==> config.mk <==
export PLATFORM = sky130hd
export DESIGN_NAME = io_xfer_ctrl_flat
export DESIGN_NICKNAME = d
export VERILOG_FILES = /design/src/rtl/io_xfer_ctrl_if.sv /design/src/rtl/io_xfer_ctrl.sv /design/src/flat_wrapper.sv
export SDC_FILE = /design/constraint.sdc
export NUM_CORES = 1
export LEC_CHECK = 0
export CORE_MARGIN = 2
export CORE_UTILIZATION = 40
export CTS_CLUSTER_SIZE = 40
export DETAILED_ROUTE_END_ITERATION = 8
export GPL_TIMING_DRIVEN = 0
export HOLD_SLACK_MARGIN = 0.12
export PLACE_DENSITY = 0.7
export SYNTH_ARGS = -nofsm -noshare
export SYNTH_HDL_FRONTEND = slang
export SYNTH_SLANG_ARGS = --single-unit
==> constraint.sdc <==
create_clock -name clk -period 2.6 [get_ports clk]
set_clock_uncertainty 0.1 [all_clocks]
set_input_delay 0.78 -clock clk [delete_from_list [all_inputs] [get_ports clk]]
set_output_delay 0.78 -clock clk [all_outputs]
set_load 0.02 [all_outputs]
==> src/rtl/io_xfer_ctrl_if.sv <==
`default_nettype none
// ============================================================================
// Module   : io_xfer_ctrl_if
// Purpose  : Shared-bus bundle between the I/O transfer controller, the I/O
//            memory, the data memory and the CPU bus arbiter.
// Revision : 1.0 - initial release
// ============================================================================
interface io_xfer_ctrl_if;
  logic        int_req;
  logic        int_ack;
  logic        bus_req;
  logic        bus_gnt;
  logic        io_cs_n;
  logic        io_rd_n;
  logic        io_wr_n;
  logic [9:0]  io_addr;
  logic [31:0] io_data;
  logic        dm_cs_n;
  logic        dm_wr_n;
  logic [11:0] dm_addr;
  logic [31:0] dm_data;
  logic        dm_data_oe;
  logic        done;

  modport master (
    input  int_req, bus_gnt, io_data,
    output int_ack, bus_req, io_cs_n, io_rd_n, io_wr_n, io_addr,
           dm_cs_n, dm_wr_n, dm_addr, dm_data, dm_data_oe, done
  );

  modport slave (
    output int_req, bus_gnt, io_data,
    input  int_ack, bus_req, io_cs_n, io_rd_n, io_wr_n, io_addr,
           dm_cs_n, dm_wr_n, dm_addr, dm_data, dm_data_oe, done
  );
endinterface
`default_nettype wire

==> src/rtl/io_xfer_ctrl.sv <==
`default_nettype none
// ============================================================================
// Module   : io_xfer_ctrl
// Purpose  : Interrupt-driven block copy from I/O memory to data memory over
//            the shared bus; XFER_STATS_EN adds transfer/stall counters.
// Revision : 1.0 - initial release
// ============================================================================
module io_xfer_ctrl #(
  parameter int unsigned XFER_LEN = 16,
  parameter logic [9:0]  IO_BASE  = 10'h000,
  parameter logic [11:0] DM_BASE  = 12'h100
) (
  input  logic           clk,
  input  logic           rst_n,
  io_xfer_ctrl_if.master bus
`ifdef XFER_STATS_EN
  ,
  output logic [15:0]    xfer_cnt,
  output logic [15:0]    stall_cnt
`endif
);

  localparam logic [9:0] C_LAST_IDX = 10'(XFER_LEN - 1);

  typedef enum logic [2:0] {
    S_IDLE = 3'd0,
    S_ACK  = 3'd1,
    S_BREQ = 3'd2,
    S_RD   = 3'd3,
    S_WR   = 3'd4,
    S_DONE = 3'd5
  } state_t;

  state_t      r_state;
  logic [9:0]  r_idx;
  logic [9:0]  r_io_addr;
  logic [11:0] r_dm_addr;
  logic [31:0] r_buf;
  logic        w_rd_act;
  logic        w_wr_act;

  always_ff @(posedge clk or negedge rst_n) begin
    if (!rst_n) begin
      r_state   <= S_IDLE;
      r_idx     <= '0;
      r_io_addr <= IO_BASE;
      r_dm_addr <= DM_BASE;
      r_buf     <= '0;
    end else begin
      case (r_state)
        S_IDLE: if (bus.int_req) r_state <= S_ACK;
        S_ACK:  if (!bus.int_req) r_state <= S_BREQ;
        S_BREQ: begin
          if (bus.bus_gnt) begin
            r_state   <= S_RD;
            r_idx     <= '0;
            r_io_addr <= IO_BASE;
            r_dm_addr <= DM_BASE;
          end
        end
        S_RD: begin
          if (bus.bus_gnt) begin
            r_buf   <= bus.io_data;
            r_state <= S_WR;
          end
        end
        S_WR: begin
          if (bus.bus_gnt) begin
            if (r_idx == C_LAST_IDX) begin
              r_state <= S_DONE;
            end else begin
              // Address registers wrap naturally at their widths.
              r_idx     <= r_idx + 10'd1;
              r_io_addr <= r_io_addr + 10'd1;
              r_dm_addr <= r_dm_addr + 12'd1;
              r_state   <= S_RD;
            end
          end
        end
        S_DONE:  r_state <= S_IDLE;
        default: r_state <= S_IDLE;
      endcase
    end
  end

  // Strobes are withheld whenever the arbiter has taken the bus back.
  assign w_rd_act = (r_state == S_RD) && bus.bus_gnt;
  assign w_wr_act = (r_state == S_WR) && bus.bus_gnt;

  assign bus.int_ack    = (r_state == S_ACK);
  assign bus.bus_req    = (r_state == S_BREQ) || (r_state == S_RD) || (r_state == S_WR);
  assign bus.done       = (r_state == S_DONE);
  assign bus.io_cs_n    = ~w_rd_act;
  assign bus.io_rd_n    = ~w_rd_act;
  assign bus.io_wr_n    = 1'b1;
  assign bus.io_addr    = r_io_addr;
  assign bus.dm_cs_n    = ~w_wr_act;
  assign bus.dm_wr_n    = ~w_wr_act;
  assign bus.dm_data_oe = w_wr_act;
  assign bus.dm_addr    = r_dm_addr;
  assign bus.dm_data    = r_buf;

`ifdef XFER_STATS_EN
  always_ff @(posedge clk or negedge rst_n) begin
    if (!rst_n) begin
      xfer_cnt  <= '0;
      stall_cnt <= '0;
    end else begin
      if ((r_state == S_DONE) && (xfer_cnt != 16'hFFFF))
        xfer_cnt <= xfer_cnt + 16'd1;
      if (((r_state == S_RD) || (r_state == S_WR)) && !bus.bus_gnt && (stall_cnt != 16'hFFFF))
        stall_cnt <= stall_cnt + 16'd1;
    end
  end
`endif

endmodule
`default_nettype wire

==> src/flat_wrapper.sv <==
// flat-port wrapper written by rule: the top's interface ports become plain ports
module io_xfer_ctrl_flat 
#(
  parameter int unsigned XFER_LEN = 16,
  parameter logic [9:0]  IO_BASE  = 10'h000,
  parameter logic [11:0] DM_BASE  = 12'h100
)
  (clk, rst_n, bus_int_req, bus_bus_gnt, bus_io_data, bus_int_ack, bus_bus_req, bus_io_cs_n, bus_io_rd_n, bus_io_wr_n, bus_io_addr, bus_dm_cs_n, bus_dm_wr_n, bus_dm_addr, bus_dm_data, bus_dm_data_oe, bus_done);
  io_xfer_ctrl_if bus_i ();
  input  logic clk;
  input  logic rst_n;
  input wire logic [$bits(bus_i.int_req)-1:0] bus_int_req;
  input wire logic [$bits(bus_i.bus_gnt)-1:0] bus_bus_gnt;
  input wire logic [$bits(bus_i.io_data)-1:0] bus_io_data;
  output wire logic [$bits(bus_i.int_ack)-1:0] bus_int_ack;
  output wire logic [$bits(bus_i.bus_req)-1:0] bus_bus_req;
  output wire logic [$bits(bus_i.io_cs_n)-1:0] bus_io_cs_n;
  output wire logic [$bits(bus_i.io_rd_n)-1:0] bus_io_rd_n;
  output wire logic [$bits(bus_i.io_wr_n)-1:0] bus_io_wr_n;
  output wire logic [$bits(bus_i.io_addr)-1:0] bus_io_addr;
  output wire logic [$bits(bus_i.dm_cs_n)-1:0] bus_dm_cs_n;
  output wire logic [$bits(bus_i.dm_wr_n)-1:0] bus_dm_wr_n;
  output wire logic [$bits(bus_i.dm_addr)-1:0] bus_dm_addr;
  output wire logic [$bits(bus_i.dm_data)-1:0] bus_dm_data;
  output wire logic [$bits(bus_i.dm_data_oe)-1:0] bus_dm_data_oe;
  output wire logic [$bits(bus_i.done)-1:0] bus_done;
  assign bus_i.int_req = bus_int_req;
  assign bus_i.bus_gnt = bus_bus_gnt;
  assign bus_i.io_data = bus_io_data;
  assign bus_int_ack = bus_i.int_ack;
  assign bus_bus_req = bus_i.bus_req;
  assign bus_io_cs_n = bus_i.io_cs_n;
  assign bus_io_rd_n = bus_i.io_rd_n;
  assign bus_io_wr_n = bus_i.io_wr_n;
  assign bus_io_addr = bus_i.io_addr;
  assign bus_dm_cs_n = bus_i.dm_cs_n;
  assign bus_dm_wr_n = bus_i.dm_wr_n;
  assign bus_dm_addr = bus_i.dm_addr;
  assign bus_dm_data = bus_i.dm_data;
  assign bus_dm_data_oe = bus_i.dm_data_oe;
  assign bus_done = bus_i.done;
  io_xfer_ctrl #(.XFER_LEN(XFER_LEN), .IO_BASE(IO_BASE), .DM_BASE(DM_BASE)) u_core (.clk(clk), .rst_n(rst_n), .bus(bus_i));
endmodule
### After elaboration in Yosys (flattened, before gate mapping)

Index checks and enable logic that the tools add are counted.

* reductions and logical operators: 9
* div/mod/pow operators: 0
* $add $sub $neg: 3
* muxes and demuxes: 18
* shift operators: 0
* eq/ne operators: 12
* order comparisons: 0
* multipliers: 0
* bitwise logic cells: 2

Operators by type and width (number)
* 10-bit two-way mux: 5
* 10-bit case mux with 2 select lines: 2
* 12-bit two-way mux: 3
* 12-bit case mux with 2 select lines: 1
* 10-bit by 1-bit adder with 10-bit output, second input constant: 2
* 3-bit two-way mux: 6
* 3-bit case mux with 5 select lines: 1
* 12-bit by 1-bit adder with 12-bit output, second input constant: 1
* 2-bit != test, second input constant: 6
* 10-bit by 4-bit equality test with 1-bit output, second input constant: 1
* 3-bit by 2-bit equality test with 1-bit output, second input constant: 2
* 3-bit equality test, second input constant: 2
* 5-bit AND reduction: 1
* 4-bit AND reduction: 1
* 3-bit by 1-bit equality test with 1-bit output, second input constant: 1
* 3-bit zero test: 1
* 1-bit logical AND: 2
* 1-bit logical OR: 2
* 1-bit NOT: 2
* 2-bit AND reduction: 1
* 2-bit nonzero test: 1

* bits in writable memories: 0
* output and inout bits: 63
* ROM bits: 0
* memories kept: 0
* register bits: 67
* latch bits: 0
* word-level logic and storage cells: 49

### Depth between registers and ports, before layout

Gate-level depths: netlist of run 1.

* depth after elaboration: 4
* depth in mapped cells: 8

### Worst setup path after synthesis of run 1

Ideal clock, no wire load.

* path type: input -> output
* from: in bus_bus_gnt
* to: out bus_io_rd_n
* stages on the path: 3
* arrival time: 1.465 ns
* required time: 1.720 ns
* path slack: 0.255 ns
* path through: nand4b_1 > buf_2 > buf_4

* cells in the longest elaborated chain, start to end: 2

Ends and longest elaborated chain
* from (decl): RTL line flat_wrapper.sv:13 `input wire logic [$bits(bus_i.bus_gnt)-1:0] bus_bus_gnt;`
* 1-bit logical AND: RTL line io_xfer_ctrl.sv:87 `assign w_rd_act = (r_state == S_RD) && bus.bus_gnt;`
* 1-bit NOT
* to (decl): RTL line flat_wrapper.sv:18 `output wire logic [$bits(bus_i.io_rd_n)-1:0] bus_io_rd_n;`

Every way passes these cells.

### Worst setup path in the final report of run 1

* from: reg u_core.r_state[2]
* to: out bus_io_rd_n

* cells in the longest elaborated chain, start to end: 3

Ends and longest elaborated chain
* from (decl): RTL line io_xfer_ctrl.sv:34 `state_t r_state;`
* from (signal assigned): RTL line io_xfer_ctrl.sv:44 `r_state <= S_IDLE;`
* from (signal assigned): RTL line io_xfer_ctrl.sv:51 `S_IDLE: if (bus.int_req) r_state <= S_ACK;`
* from (signal assigned): RTL line io_xfer_ctrl.sv:52 `S_ACK: if (!bus.int_req) r_state <= S_BREQ;`
* 3-bit by 2-bit equality test with 1-bit output: RTL line io_xfer_ctrl.sv:87
* 1-bit logical AND: RTL line io_xfer_ctrl.sv:87
* 1-bit NOT: RTL line io_xfer_ctrl.sv:94 `assign bus.io_rd_n = ~w_rd_act;`

Every way passes these cells.

==> results of run 1 <==
worst min path at each step:
stage / startpoint / end / slack, ns / cells after the start
6_report: u_core.bus.dm_addr[11] / u_core.bus.dm_addr[11] / 0.38 / 1
5_1_grt: u_core.bus.dm_data[29] / u_core.bus.dm_data[29] / 0.42 / 1
4_1_cts: u_core.bus.dm_addr[11] / u_core.bus.dm_addr[11] / 0.39 / 1
3_5_place_dp: u_core.bus.dm_addr[11] / u_core.bus.dm_addr[11] / 0.39 / 1
3_3_place_gp: u_core.bus.dm_addr[11] / u_core.bus.dm_addr[11] / 0.38 / 1
2_1_floorplan: rst_n / u_core.bus.dm_addr[0] / 0.38 / 0
through the flow:
| stage | hold slack, ns | power (mW) | worst slack (ns) | util [%] | TNS, ns |
|---|---|---|---|---|---|
| final | 0.383 | 4.53 | 0.0925 | 59.6 | 0 |
| after floorplan | 0.384 | 2.63 | 0.255 | - | 0 |
| after global placement | 0.380 | 3.47 | -1.72 | 55.6 | -121.24 |
| after CTS | 0.395 | 4.55 | 0.000947 | 59.4 | 0 |
| after detailed placement | 0.385 | 3.51 | -0.986 | 55.6 | -7.67 |
| after global routing | 0.417 | 4.76 | 0.0196 | 59.6 | 0 |
placed cells by master, fill, tap and decap left out, types with 3 or more instances in the layout:
cell type         n
clkdlybuf4s50_1  87
nand4_1          10
nor2_1            8
and2_1            4
o31ai_1          13
nand2_1          10
mux2_2           32
buf_4            22
a22o_1            3
ha_1              3
dlygate4sd2_1     3
buf_6             5
a31oi_1           6
o21ai_0          22
and3_1           13
o21ai_1           4
dfrtp_1          66
clkbuf_8         10
nand3_1          13
a21oi_1           6
buf_2             8
a41oi_1           4
a211o_1           5
nor3_1            4
registers in the layout (all words and copies together) (netlist names):
name	cells
u_core.bus.dm_addr	12
u_core.bus.io_addr	10
u_core.bus.dm_data	32
u_core.r_state	3
u_core.r_idx	10
timing repair:
action                     in CTS  in global routing
resized for setup              23                  7
setup endpoints to repair       6                 25
buffers inserted               10                  1
pin swaps                       1                  2
power by group through the flow:
| stage | combinational, mW | clock (mW) | sequential, mW |
|---|---|---|---|
| 3_3_place_gp | 1.91 | 0 | 1.56 |
| 2_1_floorplan | 0.724 | 0 | 1.91 |
| 4_1_cts | 2.00 | 0.982 | 1.56 |
| 6_report | 2.00 | 0.967 | 1.56 |
| 3_5_place_dp | 1.93 | 0 | 1.58 |
| 5_1_grt | 2.13 | 1.03 | 1.60 |
area by class of cell:
class	count	area [um^2]	area share, %
Multi-Input combinational cell	191	1390	30.0
Sequential cell	67	1680	36.3
Buffer	22	163	3.51
Inverter	2	7.51	0.162
Tap cell	102	128	2.76
Timing Repair Buffer	108	1050	22.6
Clock inverter	5	77.6	1.68
Clock buffer	10	138	2.97
synthesized netlist by cell type (all sizes together) (5+ instances only):
cell	number
o31ai	13
nor2	8
a21oi	6
buf	21
mux2	32
dfrtp	66
nand3	13
o21ai	26
nand2	10
a211o	5
nand4	10
and3	13
a31oi	7
routing by layer:
metal / wire (um) / track usage [%] / vias up
met4: 304 / 9.90 / 0
li1: - / - / 1293
met5: 0 / 0 / -
met1: 3480 / 26.7 / 1321
met2: 4000 / 30.2 / 82
met3: 407 / 3.21 / 25
logic make-up (layout without fill, tap and decap cells):
family                   count (synthesis)  in the layout
AND/OR/NAND/NOR                         79             79
other                                    1              1
flip-flops                              67             67
AO/OA/AOI/OAI                           73             73
XOR/XNOR                                 2              2
adder cells (fa/ha/maj)                  3              3
multiplexers                            33             33
buffers and inverters                   25            147
==> out/qor.yml, run 1 <==
critical_path:
  cp_slowest_stage_delay_ns: 0.35
  reg2reg_from: "u_core.r_state[2]"
  path_buf_inv: 4
  critical_path.endpoint_type: "output port"
  r2r-end: "u_core.bus.dm_data[22]"
  path_delay_family: "buffers and inverters"
  cp_slowest_cell: "dfrtp_1"
  cp_max_fo: 10
  cp-start-kind: "register"
  worst-setup-path-type: "register to output port"
  reg2regPathDepth: 12
  crit_path_end: "bus_io_rd_n"
  cp.arrival_ns: 1.63
  worstPathRequired_ns: 1.72
  ff2ff_setup_slack_ns: 0.10
  path_cells: "buf_2 > nand4b_1 > buf_6 > buf_4 > clkdlybuf4s15_2"
  path_depth: 5
  startpoint: "u_core.r_state[2]"
die:
  die_h_um: 93.7
  io_pins: 99
  die_area_mm2: 0.00878
  die_w_um: 93.7
  start_util_pct: 41.4
  placementRows: 32
  core_region_area_mm2: 0.00777
sta:
  fin_crit_ns: 2.51
  grt_setup_unrepaired: "no"
  relSlewSlack_pct: 33.0
  tightestPinTransition_ns: 1.00
  fmax_mhz: 399
  hold_viol: 0
  finalMaxSlewViolations: 0
  setup_viol: 0
  finalCritPeriodShare_pct: 96.4
yosys:
  synth_area_per_cell_um2: 11.4
  synth_area_mm2: 0.00322
  yosys.area_share.simple_pct: 14.5
  muxShareOfSynthArea_pct: 11.5
  synth_top_area_share_pct: 51.3
  synth_cell_types: 48
  synth_edf_count: 0
  yosys.area.top_type: "dfrtp_1"
  synthArstFlopShare_pct: 100
  synth_fp_nets: 322
  yosys_register_bits: 67
  synth_ff_type: "dfrtp_1"
  synth_top_family_by_area: "compound AO/OA/AOI/OAI gates"
  synth_fa_ha_area_share_pct: 1.17
  ys_seq_area_share_pct: 52.1
  postSynthCellCount: 283
  synth_compound_area_share_pct: 15.3
  synth_top_cells_by_area: "dfrtp_1, mux2_2, o21ai_0"
  yosys_warnings: 0
  synthXorXnorAreaFrac_pct: 0.544
pwr:
  power.leakage_nw: 2.09
  clkPwrFrac_pct: 21.4
  comb_power_share_pct: 44.1
  seqPwrFrac_pct: 34.5
  ir_worst_vdd_uv: 489
  p_sw_mw: 1.55
  sw_frac_of_total_pct: 34.3
  internal_power_mw: 2.97
  pwr_density_cell_mw_per_mm2: 978
placed_design:
  hpwl_um: 5480
  post-place-cells: 482
  place_area_mm2: 0.00432
  place_congestion: 0.800
  io_buffers: 97
global_route:
  antenna_found_initial: 0
  grt_usage_pct: 19.6
  grt_max_degree: 68
  grt_pass1_wl_um: 13400
  overflow: 0
  grt_pass1_vias: 2662
layout:
  nets: 440
  area_growth_pct: 43.8
  antenna-diode-count: 0
  finish.instance_area_mm2: 0.00463
  layout-drive-gt1-share_pct: 22.0
  filler_cell_count: 685
  final_cells: 507
status:
  status: "finished clean"
clocking:
  h-tree-depth: 3
  root_buffer: "clkbuf_8"
  cts.path.max_buffers: 2
  clkLatencyLatePin_ns: 0.33
  clock_sinks: 67
  cts_tree: "built"
  cts-buffers-inserted: 9
  cts_hold_buf: 0
  clkTransAtPathRegs_ns: 0.08
routing:
  drtPass1Iterations: 4
  wl_um: 8200
  drc_errors: 0
  wl_per_cell_um: 16.2
  vias_per_cell: 5.37
  vias: 2721
  drt_iter0_drc: 157
  ant_nets: 0
run:
  maxCapViolations: 0
min_path:
  min_path_type: "register to register"
Power figures use the tool's default switching activity.
==> run 2: changes to the inputs <==
clock period = 2.7 ns   (was 2.6 ns; I/O delays follow)
==> run 2 against run 1 <==
Flip-flop and latch count is the same. Non-clock buffer count shrank 11. Via count shrank 1.9%. First-iteration DRC count shrank 6.4%. Clock-buffer cell count is the same. Sequential share of layout area grew 0.72 points. Cell count shrank 2.2%. Cell area shrank 1.9%. Critical path type is now input pin to output port. Highest routed layer unchanged.
==> out/qor.yml, run 2 (synthesis gave the netlist of run 1 again) <==
placed_design:
  place_area_mm2: 0.00432
  hpwl_um: 5480
  pre_cts_slack_ns: -0.946
  io_buffers: 97
  place_congestion: 0.800
  post-place-cells: 482
clocking:
  clkLatencyLatePin_ns: 0.33
  cts_hold_buf: 0
  cts_tree: "built"
  cts.path.max_buffers: 2
  cts-buffers-inserted: 9
  root_buffer: "clkbuf_8"
  clkTransAtPathRegs_ns: 0.08
  h-tree-depth: 3
  clock_sinks: 67
sta:
  finalCritPeriodShare_pct: 98.5
  tightestPinTransition_ns: 1.03
  setup_viol: 0
  fmax_mhz: 376
  hold_viol: 0
  relSlewSlack_pct: 31.3
  holdWs_ns: 0.383
  finalSetupTns_ns: 0
  fin_crit_ns: 2.66
  finalMaxSlewViolations: 0
  worst_slack_ns: 0.0398
  grt_setup_unrepaired: "no"
critical_path:
  cp.arrival_ns: 1.75
  path_cells: "clkdlybuf4s15_2 > nand4bb_1 > clkbuf_4 > buf_4 > clkdlybuf4s15_2"
  path_buf_inv: 4
  worstPathRequired_ns: 1.79
  cp_max_fo: 8
  path_delay_family: "buffers and inverters"
  cp_common_cell: "clkdlybuf4s15_2"
  worst-setup-path-type: "input pin to output port"
  cp_slowest_stage_delay_ns: 0.25
  cp_slowest_cell: "clkdlybuf4s15_2"
  cp-start-kind: "input pin"
  critical_path.endpoint_type: "output port"
layout:
  finish.instance_area_mm2: 0.00454
  layout-drive-gt1-share_pct: 19.8
  final_common_cell: "clkdlybuf4s50_1"
  filler_cell_count: 696
  multi_input_area_mm2: 0.00139
  mostFrequentLayoutCells: "clkdlybuf4s50_1, dfrtp_1, mux2_2"
  utilization_pct: 58.4
  final_cells: 496
  antenna-diode-count: 0
  largest_register_ffs: 32
  area_growth_pct: 41.0
  nets: 429
  regArea_mm2: 0.00168
global_route:
  antenna_found_initial: 0
  overflow: 0
  grt_max_degree: 68
  grt_pass1_vias: 2610
  grt_pass1_wl_um: 13100
  grt_usage_pct: 19.0
min_path:
  min_path_type: "register to register"
routing:
  drtPass1Iterations: 4
  wl_um: 7970
  drt_iter0_drc: 147
  vias: 2670
  wl_per_cell_um: 16.1
  drc_errors: 0
  ant_nets: 0
  vias_per_cell: 5.38
die:
  placementRows: 32
  die_w_um: 93.7
  core_region_area_mm2: 0.00777
  io_pins: 99
  start_util_pct: 41.4
  die_h_um: 93.7
  die_area_mm2: 0.00878
pwr:
  p_total_mw: 4.27
  pwr_density_cell_mw_per_mm2: 941
  ir_worst_vdd_uv: 457
  power.leakage_nw: 2.02
run:
  maxCapViolations: 0
status:
  status: "finished clean"
[run 2: path summary, 6_finish.rpt]
kind | end | cells past startpoint | slack (ns) | from
worst max-delay path | bus_dm_wr_n | 5 | 0.04 | bus_bus_gnt
worst min-delay path | u_core.bus.dm_addr[11] | 1 | 0.38 | u_core.bus.dm_addr[11]
worst max register to register | u_core.r_idx[5] | 7 | 0.49 | u_core.r_idx[0]
worst min register to register | u_core.bus.dm_addr[11] | 1 | 0.38 | u_core.bus.dm_addr[11]
max in group asynchronous | u_core.bus.dm_addr[7] | 1 | 1.45 | rst_n
min in group asynchronous | u_core.bus.io_addr[6] | 1 | 0.47 | rst_n
[run 2: area by class of cell]
type                    count  area share, %
multi-input cells         191           30.6
clock buffers              10           3.03
clock inverters             5           1.71
plain buffers              21           3.23
well taps                 102           2.81
inverters                   2          0.165
repair buffers             98           21.5
flip-flops and latches     67           37.0
[run 2: what timing repair did]
action,in CTS,in global routing
setup buffers,1,0
gates resized for setup,19,4
endpoints found under the setup margin,6,4
pin swaps,1,0
cloned,0,0
[run 2: worst register-to-register path: stages, from the launching register on]
cell,delay [ns]
dfrtp_1,0.41
ha_1,0.25
and3_1,0.19
buf_2,0.17
a31oi_2,0.42
buf_2,0.33
nand4_1,0.12
o21ai_0,0.16
[run 2: report_power, final]
part           total, mW  internal [mW]  switching, mW  leakage, nW
Clock              0.925          0.537          0.388        0.108
Combinational       1.85          0.954          0.892         1.05
Sequential          1.50           1.32          0.183        0.858
Total               4.27           2.81           1.46         2.02
[run 2: layer usage]
| layer | track usage, % | routed length (um) | vias up | share of wire, % |
|---|---|---|---|---|
| met3 | 3.05 | 337 | 18 | 4.2 |
| met5 | 0 | 0 | - | 0 |
| met1 | 26.3 | 3490 | 1305 | 44 |
| met4 | 9.18 | 257 | 0 | 3.2 |
| li1 | - | - | 1276 | - |
| met2 | 29.3 | 3880 | 71 | 49 |
